[src/rtl/seg_pkg.sv]
// Shared state encoding, frame snapshot type, hex segment table and
// leading-zero helper for the seven-segment scan controller.
package seg_pkg;

    typedef enum logic [1:0] {
        IDLE  = 2'd0,
        SHOW  = 2'd1,
        BLANK = 2'd2
    } scan_state_e;

    typedef struct packed {
        logic [15:0] digit_val;
        logic [3:0]  dp;
        logic [3:0]  blank_mask;
        logic        lz_en;
    } snapshot_t;

    // Active-high g..a patterns, entry i is hex digit i.
    localparam logic [15:0][6:0] HEX_SEG = {
        7'h71, 7'h79, 7'h5E, 7'h39, 7'h7C, 7'h77, 7'h6F, 7'h7F,
        7'h07, 7'h7D, 7'h6D, 7'h66, 7'h4F, 7'h5B, 7'h06, 7'h3F
    };

    function automatic logic [3:0] lz_dark_mask(input logic [15:0] val, input logic lz_en);
        logic [3:0] m;
        m[3] = lz_en && (val[15:12] == 4'h0);
        m[2] = m[3]  && (val[11:8]  == 4'h0);
        m[1] = m[2]  && (val[7:4]   == 4'h0);
        m[0] = 1'b0;
        return m;
    endfunction

endpackage

[src/rtl/seg_decode.sv]
// Hex nibble plus decimal point to an active-high 8-bit segment pattern.
module seg_decode
    import seg_pkg::*;
(
    input  logic [3:0] nibble,
    input  logic       dp,
    output logic [7:0] pattern
);

    assign pattern = {dp, HEX_SEG[nibble]};

endmodule

[src/rtl/seg_scan_ctrl.sv]
// Four-digit seven-segment scan controller with blank gaps between slots,
// per-frame input snapshots and leading-zero suppression.
module seg_scan_ctrl
    import seg_pkg::*;
#(
    parameter int CLK_DIV   = 27000,
    parameter int BLANK_CYC = 270,
    parameter bit DIG_ACT   = 1'b1,
    parameter bit SEG_ACT   = 1'b0
) (
    input  logic        clk,
    input  logic        rst,
    input  logic        en,
    input  logic [15:0] digit_val,
    input  logic [3:0]  dp_in,
    input  logic [3:0]  blank_mask,
    input  logic        lz_en,
    output logic [3:0]  dig,
    output logic [7:0]  smg,
    output logic        frame_done
);

    localparam int SHOW_CYC = CLK_DIV - BLANK_CYC;
    localparam int CNT_W    = $clog2(CLK_DIV);
    localparam logic [CNT_W-1:0] SHOW_LAST  = CNT_W'(SHOW_CYC - 1);
    localparam logic [CNT_W-1:0] BLANK_LAST = CNT_W'(BLANK_CYC - 1);
    localparam logic [CNT_W-1:0] CNT_ONE    = CNT_W'(1);
    localparam logic [3:0] DIG_OFF = {4{~DIG_ACT}};
    localparam logic [7:0] SEG_OFF = {8{~SEG_ACT}};

    scan_state_e      state, state_nx;
    logic [CNT_W-1:0] cnt, cnt_nx;
    logic [1:0]       sel, sel_nx;
    snapshot_t        snap, snap_nx, live;
    logic             frame_nx;
    logic [3:0]       nibble_nx;
    logic [3:0]       lz_dark_nx;
    logic             lit_nx;
    logic [7:0]       pattern_nx;
    logic [3:0]       dig_nx;
    logic [7:0]       smg_nx;

    assign live = {digit_val, dp_in, blank_mask, lz_en};

    always_comb begin
        state_nx = state;
        cnt_nx   = cnt;
        sel_nx   = sel;
        snap_nx  = snap;
        frame_nx = 1'b0;
        if (!en) begin
            state_nx = IDLE;
            cnt_nx   = '0;
            sel_nx   = '0;
        end else begin
            case (state)
                IDLE: begin
                    state_nx = SHOW;
                    cnt_nx   = '0;
                    sel_nx   = '0;
                    snap_nx  = live;
                end
                SHOW: begin
                    if (cnt == SHOW_LAST) begin
                        state_nx = BLANK;
                        cnt_nx   = '0;
                    end else begin
                        cnt_nx = cnt + CNT_ONE;
                    end
                end
                BLANK: begin
                    if (cnt == BLANK_LAST) begin
                        state_nx = SHOW;
                        cnt_nx   = '0;
                        sel_nx   = sel + 2'd1;
                        // Frame boundary: new values are taken only here.
                        if (sel == 2'd3) begin
                            frame_nx = 1'b1;
                            snap_nx  = live;
                        end
                    end else begin
                        cnt_nx = cnt + CNT_ONE;
                    end
                end
                default: state_nx = IDLE;
            endcase
        end
    end

    // Outputs are computed from next-state values so they register together with the state.
    always_comb begin
        nibble_nx = '0;
        case (sel_nx)
            2'd0: nibble_nx = snap_nx.digit_val[3:0];
            2'd1: nibble_nx = snap_nx.digit_val[7:4];
            2'd2: nibble_nx = snap_nx.digit_val[11:8];
            2'd3: nibble_nx = snap_nx.digit_val[15:12];
            default: nibble_nx = '0;
        endcase
    end

    seg_decode u_decode (
        .nibble  (nibble_nx),
        .dp      (snap_nx.dp[sel_nx]),
        .pattern (pattern_nx)
    );

    always_comb begin
        lz_dark_nx = lz_dark_mask(snap_nx.digit_val, snap_nx.lz_en);
        lit_nx     = (state_nx == SHOW) && !snap_nx.blank_mask[sel_nx] && !lz_dark_nx[sel_nx];
        dig_nx     = DIG_OFF;
        smg_nx     = SEG_OFF;
        if (lit_nx) begin
            dig_nx = (4'b0001 << sel_nx) ^ DIG_OFF;
            smg_nx = pattern_nx ^ SEG_OFF;
        end
    end

    always_ff @(posedge clk or posedge rst) begin
        if (rst) begin
            state      <= IDLE;
            cnt        <= '0;
            sel        <= '0;
            snap       <= '0;
            dig        <= DIG_OFF;
            smg        <= SEG_OFF;
            frame_done <= 1'b0;
        end else begin
            state      <= state_nx;
            cnt        <= cnt_nx;
            sel        <= sel_nx;
            snap       <= snap_nx;
            dig        <= dig_nx;
            smg        <= smg_nx;
            frame_done <= frame_nx;
        end
    end

endmodule

[config.mk]
export PLATFORM = sky130hd
export DESIGN_NAME = seg_scan_ctrl
export DESIGN_NICKNAME = d
export VERILOG_FILES = /design/src/rtl/seg_pkg.sv /design/src/rtl/seg_decode.sv /design/src/rtl/seg_scan_ctrl.sv
export SDC_FILE = /design/constraint.sdc
export NUM_CORES = 1
export LEC_CHECK = 0
export ABC_AREA = 1
export CAP_MARGIN = 20
export CORE_MARGIN = 1
export CORE_UTILIZATION = 36
export CTS_CLUSTER_SIZE = 30
export DETAILED_ROUTE_END_ITERATION = 16
export PLACE_DENSITY_LB_ADDON = 0.12
export SETUP_SLACK_MARGIN = 0.2
export SYNTH_ARGS = -nofsm -noshare
export SYNTH_HDL_FRONTEND = slang
export SYNTH_HIERARCHICAL = 1
export SYNTH_SLANG_ARGS = --single-unit
[constraint.sdc]
create_clock -name clk -period 3 [get_ports clk]
set_input_delay 0.75 -clock clk [delete_from_list [all_inputs] [get_ports clk]]
set_output_delay 0.75 -clock clk [all_outputs]
set_load 0.03 [all_outputs]
**After elaboration in Yosys (flattened, before gate mapping)**

Memory sizes are Yosys's and may differ from the RTL's.
Cells that the tools add are included.

- Bitwise operators: 1
- Shift operators: 1
- Eq/ne operators: 10
- Magnitude comparators: 2
- Reduce and logical (&&, ||, !) cells: 12
- Multiplexer cells: 29
- $add $sub $neg: 2

Operator list:

| kind | number |
|---|---|
| 25-bit 2-to-1 mux | 3 |
| 25-bit case mux with 2 select lines | 1 |
| 15-bit 2-to-1 mux | 3 |
| 15-bit case mux with 3 select lines | 1 |
| 4-bit case mux with 4 select lines | 1 |
| 15-bit by 1-bit adder with 15-bit output (second input constant) | 1 |
| 15-bit equality test (second input constant) | 1 |
| 15-bit by 9-bit equality test with 1-bit output (second input constant) | 1 |
| 4-bit zero test | 3 |
| 2-bit 2-to-1 mux | 5 |
| 2-bit equality test (second input constant) | 4 |
| 8-bit 2-to-1 mux | 1 |
| 8-bit NOT | 1 |
| 1-bit 2-to-1 mux | 7 |
| 7-bit 2-to-1 mux | 1 |
| 1-bit binary-select mux with 2-bit select | 3 |
| 2-bit by 1-bit equality test with 1-bit output (second input constant) | 3 |
| 2-bit case mux with 3 select lines | 1 |
| 1-bit logical AND | 5 |
| 4-bit by 5-bit < comparator with 1-bit output (second input constant) | 1 |
| 2-bit zero test | 2 |
| 4-bit 2-to-1 mux | 1 |
| 4-bit by 1-bit inequality test with 1-bit output (second input constant) | 1 |
| 2-bit case mux with 2 select lines | 1 |
| other kinds (4) | 5 |

- Bits of input ports: 28
- Register bits: 57
- Output and inout bits: 13
- Memory bits (read-only): 112
- Memories: 1

Memories:

| name | words | width | rd ports | clocked after memory_dff | write ports | line | RTL |
|---|---|---|---|---|---|---|---|
| (name not given) | 16 | 7 | 1 | 0 | 0 | seg_decode.sv:10 | `assign pattern = {dp, HEX_SEG[nibble]};` |

**Longest topological paths before layout**

Gate-level depths: netlist (run 1).

- Word-level depth: 14
- Depth in mapped cells: 21
- Depth with buffers taken out: 21

**Modules after synthesis**

The synthesis (run 1) kept the hierarchy.

By module, submodules not included:

| module | cells each | area an instance (um^2) | times used |
|---|---|---|---|
| seg_scan_ctrl | 339 | 2952.8 | 1 |
| seg_decode | 54 | 315.3 | 1 |

**Worst setup path after synthesis (run 1)**

Ideal clock, no wire load.

- Kind: flip-flop to flip-flop
- Start: reg state[0]
- End: reg smg[3]
- Slack: 0.348 ns
- Data arrival time: 2.566 ns
- Library setup time: 0.086 ns
- Path buffers: 1
- Stages on the path, launching flop included: 19
- Cells stage by stage: dfrtp_1 -> inv_1 -> ha_1 -> clkbuf_1 -> nor2_1 -> inv_1 -> nand2_1 -> nand2_1 -> nand2_2 -> nor2_2 -> inv_1 -> o2111ai_1 -> inv_1 -> ha_1 -> nand2_2 -> nand2_2 -> nor2_1 -> nor2_1 -> nand3_1

- Elaborated cells between the ends (all ways): 35
- Classes of those cells: 6 x eq/ne; 15 x mux; 1 x bitwise; 12 x reduce/logical; 1 x memory

RTL lines:

| item | line | RTL |
|---|---|---|
| start, declared | seg_scan_ctrl.sv:31 | `scan_state_e state, state_nx;` |
| start signal, assigned | seg_scan_ctrl.sv:129 | `state <= state_nx;` |
| 2-bit equality test / 2-bit zero test (equally long branches) | seg_scan_ctrl.sv:56 | `case (state)` |
| 2-bit case mux with 2 select lines | seg_scan_ctrl.sv:56 |  |
| 2-bit 2-to-1 mux | seg_scan_ctrl.sv:51 | `if (!en) begin` |
| 2-bit equality test (tied with other cells) | seg_scan_ctrl.sv:93 | `case (sel_nx)` |
| 4-bit case mux with 4 select lines * | seg_scan_ctrl.sv:93 |  |
| net nibble_nx[1] | seg_scan_ctrl.sv:36 | `logic [3:0] nibble_nx;` |
| memory 16 x 7 bit * | - |  |
| 7-bit 2-to-1 mux (implied by the code) * | seg_decode.sv:10 |  |
| net pattern_nx[3] | seg_scan_ctrl.sv:39 | `logic [7:0] pattern_nx;` |
| 8-bit NOT (no line) * | - |  |
| 8-bit 2-to-1 mux * | seg_scan_ctrl.sv:113 | `if (lit_nx) begin` |
| net smg_nx[3] | seg_scan_ctrl.sv:41 | `logic [7:0] smg_nx;` |
| end signal, assigned | seg_scan_ctrl.sv:134 | `smg <= smg_nx;` |
| end, declared | seg_scan_ctrl.sv:19 | `output logic [7:0] smg,` |

Mark *: on every way through the listed nets, which the timed path passes. The rest lies on a longest branch. The select of a mux whose other input is x is not followed.
A chain may end at the register's enable or synchronous reset.

==> metrics.txt, run 1 <==
post-synthesis mux area share=0%; adder-cell area share of the yosys netlist=under 10%; slowest stage delay, CP=0.51 ns; DR vias=about 2,800; Num CTS Buffers=9; RSZ-0062 raised after global routing=no; R2R Setup Slk=about 0.43 ns; vias in the first global route=between 2,000 and 3,000; crit path DAT=around 2.9 ns; deepest clock path buffer count=2; Slew HR=between 60% and 70%; complex-gate fraction of the synthesized area=between 5 and 6%; Post-synth ARST share=100%; hpwl dp=5610 um; diode count=0; clock sinks=57; # setup viols final=0; # IOs=41; main combinational cell family by area after synthesis=simple AND/OR/NAND/NOR gates; # DRC=0; router iterations before antenna repair=4; Worst setup SP type=input port; worst r2r path cells=20; fraction of layout cells with a size suffix above 1=around 22%; Final #Nets=between 500 and 600; 1st-iter DRT viols=130; worst min-delay path class=reg -> reg; worst reg2reg path startpoint=cnt[1]; Hold Vio Cnt, Final=0; cell depth of the worst hold path=2; clock transition at the registers of the reported paths=0.07 ns; ANT nets after route=0; Area Growth Syn to Fin=26.8%; total track usage=around 18%; Die Height=97.3 um; Skew-Pair Late Insertion Delay=between 0.3 and 0.4 ns; Psw=approximately 0.58 mW; CTS Root Cell=clkbuf_8; clk_skew=0.0112 ns; core box area=slightly below 9000 um2; Mapped Cells=between 300 and 400; Max Fanout on Critical Path=13; WHS=between 0.4 and 0.5 ns; number of max-cap violations=0; Buffers on Ports=40; Tmin final=around 2.6 ns; Initial Utilization=a little under two fifths; FF+latch count, synth=57; Lkg Pwr=~1.9 nW; P_int=around 1.4 mW; critical-path cell list=clkdlybuf4s50_1, inv_1, nor2_1, nand2_4, nand2_1, nand2_2, a22oi_1, nand3_2, inv_2, ha_1, nand2_2, nand2_2, nor2_1, nor2_1, nand3_1; Final Max Slew Viols=0; H-tree depth=3; Seq/Total Area, Yosys=44.0%; Setup crit end kind=flip-flop; critical path class=in -> reg; combinational share of power=a little over a fifth; worst slew pin tran=roughly 0.5 ns; Mapped Nets=about 440; FP Rows=34; CP Data Required Time=approximately 3.3 ns; Die ar.=approximately 9500 um2; gpl congestion=0.860; initial antenna violation count=0; pin count of the biggest net entering global routing=just under 60; global route overflow=0; first-pass GRT wire length=approximately 13,000 um; Main synth FF type=dfrtp_1; Via-to-Cell Ratio=about 4.8; number of library cell types mapped by synthesis=39; status=finished clean; Synth Area per Inst=just over 8 um2; Sw Share=between 20 and 30%; Die W=around 100 um; CTS tree=done; Max IR drop VDD=0.216 mV; Routed WL per cell=around 13 um; Seq pwr share=approximately 44%; total power=between 1.5 and 2 mW; RR Endpoint=smg[3]; CP max stage cell=clkdlybuf4s50_1; Worst Hold Launch=snap[4]; fmax=roughly 380 MHz; XOR/XNOR share of the synthesized area=between 1 and 1.5%; Post-Syn Area=3270 um2; final WL=about 7700 um; Hold EP=snap[4]; EDFF count, synth=0; yosys warns=6; Clock Power Share=around a third; Power Density=around 470 nW/um2; Final Cycle Share=slightly below 90%; Synth Area in Simple Gates=roughly 36%
[worst max-delay path: cells and delay by family]
family	cells	cell delay (ns)
AOI/OAI and AO/OA	1	0.24
buffers and inverters	3	0.70
and+or+nand+nor	10	0.96
adders and majority gates	1	0.25
[kinds of logic after synthesis]
kind of cell / after synthesis
compound gates: 24
xor+xnor: 5
fa+ha+maj: 14
buf+inv: 55
flops: 57
simple gates: 238
[layout by cell type, fill, tap and decap left out, drive strengths merged, types with 2 or more instances in the layout]
cell type	Yosys	layout
nor3	5	5
a21oi	3	3
buf	10	30
nand2	127	127
a32o	8	8
ha	14	14
xor2	3	3
dfrtp	49	49
clkbuf	2	14
nor4	4	4
o21ai	4	4
o22ai	2	2
clkdlybuf4s50	0	40
nand3	45	45
xnor2	2	2
inv	43	43
nor2	50	50
dfstp	8	8
nand4	6	6
a22oi	3	3
[worst max path at each step]
stage	from	endpoint	cells after the start
floorplan	state[0]	smg[3]	18
global placement	en	smg[3]	15
detailed placement	en	smg[3]	15
CTS	cnt[1]	smg[3]	17
global route	cnt[1]	smg[3]	20
finish	en	smg[3]	15
[flip-flops by register name (all words and copies together), names as in the netlist]
| register | count |
|---|---|
| smg | 8 |
| frame_done | 1 |
| sel | 2 |
| state | 2 |
| cnt | 15 |
| dig | 4 |
| snap | 25 |
[routing by layer]
metal  global-route usage [%]  wire [um]  up-vias
met2                     29.7       3760       50
met5                        0          0        -
li1                         -          -     1404
met1                     21.6       3530     1303
met4                     6.22        154        0
met3                     5.25        291       12
[Yosys cell counts (2+ instances only)]
| cell type | count | share of area (%) |
|---|---|---|
| nand3_4 | 2 | 1.1 |
| xnor2_1 | 2 | 0.54 |
| nor2_4 | 4 | 1.4 |
| clkbuf_1 | 2 | 0.23 |
| xor2_1 | 3 | 0.80 |
| a32o_1 | 8 | 2.5 |
| buf_2 | 3 | 0.46 |
| nor2_1 | 39 | 4.5 |
| ha_1 | 14 | 5.4 |
| nor3_1 | 4 | 0.61 |
| a21oi_1 | 3 | 0.46 |
| buf_6 | 6 | 2.1 |
| nand3_2 | 2 | 0.61 |
| nor4_1 | 4 | 0.77 |
| a22oi_1 | 3 | 0.69 |
| o21ai_0 | 3 | 0.46 |
| nand2_4 | 2 | 0.69 |
| nand4_1 | 5 | 0.96 |
| nand2_2 | 23 | 4.4 |
| nor2_2 | 6 | 1.1 |
| o22ai_1 | 2 | 0.38 |
| dfrtp_1 | 49 | 38 |
| nand3_1 | 41 | 6.3 |
| inv_1 | 37 | 4.2 |
| inv_2 | 4 | 0.46 |
| dfstp_2 | 8 | 6.4 |
| nand2_1 | 102 | 12 |
[stage by stage]
| stage | area [um2] | worst slack (ns) | setup TNS (ns) | std cells | util, % |
|---|---|---|---|---|---|
| after floorplan | 3270 | 0.348 | 0 | 393 | - |
| after global placement | 3910 | -0.00741 | -0.00741 | 554 | 44.6 |
| after detailed placement | 3910 | -0.0610 | -0.0933 | 554 | 44.6 |
| after CTS | 4080 | 0.220 | 0 | 570 | 46.6 |
| after global routing | 4150 | 0.199 | 0 | 575 | 47.3 |
| final | 4150 | 0.365 | 0 | 575 | 47.3 |
[final cells by class]
class,instances,area [um2]
Clock buffer,14,163
Clock inverter,2,12.5
Fill cell,882,4620
Inverter,43,169
Multi-Input combinational cell,281,1590
Sequential cell,57,1440
Tap cell,108,135
Timing Repair Buffer,70,638
[power by group through the flow]
| stage | Clock [mW] | Combinational [mW] | Sequential [mW] |
|---|---|---|---|
| 3_3_place_gp | 0 | 0.417 | 0.870 |
| 5_1_grt | 0.722 | 0.474 | 0.862 |
| 2_1_floorplan | 0 | 0.255 | 0.895 |
| 4_1_cts | 0.691 | 0.420 | 0.856 |
| 3_5_place_dp | 0 | 0.418 | 0.870 |
| 6_report | 0.658 | 0.424 | 0.856 |
[repair_timing]
action,4_1_cts,5_1_grt
setup endpoints to repair,0,7
hold endpoints to repair,0,0
setup buffers,0,5
resized for setup,0,7
hold buffers,0,0
Power figures use the tool's default switching activity.
==> run 2, diff against run 1 <==
Settings changed: SKIP_LAST_GASP set to 1.
Clock period 3 ns to 2.1 ns, I/O delays scaled along.
==> run 2 against run 1 <==
Against the previous run: the flow now finishes with violations (setup timing); first-iteration DRC count decreased by 32%; register-to-register slack got worse by 0.88 ns; sequential cell count unchanged; setup slack got worse by 0.82 ns; worst hold slack got worse by 0.0050 ns; critical path depth increased by 4; power increased by 72%; critical endpoint unchanged.
==> metrics.txt, run 2 (synthesized netlist as in run 1, its figures left out) <==
CP Data Required Time=roughly 2.4 ns; critical path class=reg -> reg; Buffers on Ports=40; post-route setup slack=-0.450 ns; Slew HR=a little under 80%; CTS Root Cell=clkbuf_8; CTS tree=done; Num CTS Buffers=9; deepest clock path buffer count=2; DR vias=around 3,200; Via-to-Cell Ratio=4.89; crit path DAT=about 2.8 ns; router iterations before antenna repair=4; clock sinks=between 50 and 60; global route overflow=0; Worst setup SP type=flip-flop; total track usage=a little over a fifth; max reg flops=25; Final #Nets=between 500 and 600; most frequent cells in the layout=90 x buf_4, 75 x nand2_1, 48 x dfrtp_1, 42 x nand2_2, 32 x nand3_1; Largest regs=snap (25), cnt (15), smg (8); clk_skew=a little over 0.01 ns; Die W=between 90 and 100 um; clock transition at the registers of the reported paths=roughly 0.070 ns; Setup crit end kind=flip-flop; number of hold buffers added after CTS=0; # setup viols final=12; gpl congestion=0.945; # IOs=41; first-pass GRT wire length=roughly 16,000 um; fraction of layout cells with a size suffix above 1=between 40% and 50%; Filler Cells Inserted=a little under 800; Power Density=roughly 620 nW/um2; Routed WL per cell=between 10 and 15 um; Hold Vio Cnt, Final=0; vias in the first global route=approximately 3,300; # DRC=0; Final Cycle Share=121%; failing checks=setup timing; Lkg Pwr=roughly 2.5 nW; pin count of the biggest net entering global routing=37; Initial Utilization=a little under two fifths; hpwl dp=~6300 um; FP Rows=34; Die ar.=about 9500 um2; Tmin final=~2.5 ns; Placed Area=4430 um2; status=complete, but fails checks; RSZ-0062 raised after global routing=yes; Area Growth Syn to Fin=64.7%; Final Max Slew Viols=0; Die Height=97.3 um; number of max-cap violations=0; Skew-Pair Late Insertion Delay=0.34 ns; setup total negative slack=-3.96 ns; post-route cell area=~5400 um2; Max Fanout on Critical Path=5; final WL=slightly below 10,000 um; Top reg by flops=snap; fmax=around 390 MHz; core box area=a little under 9000 um2; Max IR drop VDD=around 0.35 mV; worst min-delay path class=in -> async; Layout Utilization=~61%; worst slew pin tran=around 0.31 ns; H-tree depth=3; ANT nets after route=0; 1st-iter DRT viols=88; diode count=0; commonest non-fill, non-tap cell in the layout=buf_4; initial antenna violation count=0
## run 2: cell count changes in the layout (fill, tap and decap cells not counted), sizes merged
cell | previous run | this run
bufinv | 0 | 3
nor2 | 50 | 51
clkbuf | 14 | 11
nand2 | 127 | 128
nand3 | 45 | 46
buf | 30 | 112
dlygate4sd2 | 0 | 9
inv | 43 | 42
clkdlybuf4s50 | 40 | 30
dlymetal6s2s | 0 | 1
clkinvlp | 1 | 2
## run 2: area by class of cell
class / count / area, um2 / share of cell area [%]
clock inverter: 5 / 103 / 1.91
clock buffer: 11 / 141 / 2.63
tap: 108 / 135 / 2.51
multi-input combinational: 284 / 2010 / 37.4
timing repair buffer: 152 / 1370 / 25.4
inverter: 43 / 185 / 3.44
sequential: 57 / 1440 / 26.7
## run 2: metrics by stage
| step | total power [mW] | std cells | hold WS, ns | setup WS, ns |
|---|---|---|---|---|
| 6_report | 3.33 | 660 | 0.481 | -0.450 |
| 5_1_grt | 3.48 | 660 | 0.514 | -0.635 |
| 3_3_place_gp | 1.91 | 609 | 0.469 | -0.715 |
| 2_1_floorplan | 1.66 | 393 | 0.445 | -0.239 |
| 4_1_cts | 3.28 | 648 | 0.486 | -0.367 |
| 3_5_place_dp | 1.91 | 609 | 0.475 | -0.692 |
## run 2: routing by layer
metal  global-route usage [%]  share of wire (%)  wire length, um  vias to the layer above
met5                        0                  0                0                        -
met4                     9.39                3.8              365                        0
met3                     3.67                2.8              271                       26
met2                     36.7                 51             4940                       57
met1                     26.3                 43             4140                     1555
li1                         -                  -                -                     1590
## run 2: repair_timing
item,in CTS,in global routing
gates cloned,4,0
gates resized for setup,61,57
pin swaps,29,30
setup endpoints to repair,35,37
setup buffers,19,12
## run 2: worst paths after layout
| path | startpoint | endpoint | slack (ns) | cells after the start |
|---|---|---|---|---|
| setup / recovery | cnt[11] | smg[3] | -0.45 | 19 |
| hold / removal | rst | cnt[11] | 0.48 | 2 |
| hold reg to reg | snap[0] | snap[0] | 0.50 | 2 |
| max in group asynchronous | rst | smg[6] | 1.12 | 3 |
| min in group clk | snap[0] | snap[0] | 0.50 | 2 |
| setup reg to reg | cnt[11] | smg[3] | -0.45 | 19 |
## run 2: critical path: stages, from the launching register on
cell	delay (ns)
dfrtp_1	0.39
nor2_2	0.15
nand2_2	0.09
nor2_4	0.20
nand2_2	0.10
nand2_4	0.09
nand2_2	0.05
nand2_2	0.07
nand2_4	0.08
buf_6	0.13
nor2_4	0.11
inv_2	0.07
o2111ai_4	0.27
inv_4	0.10
ha_4	0.28
nand2_2	0.04
nand2_2	0.06
nor2_1	0.04
nor2_1	0.09
nand3_1	0.08
## run 2: power by group
group	internal (mW)	switching [mW]	total [mW]
clock network	0.819	0.475	1.29
registers	1.20	0.0267	1.22
logic	0.366	0.450	0.816
total	2.38	0.952	3.33
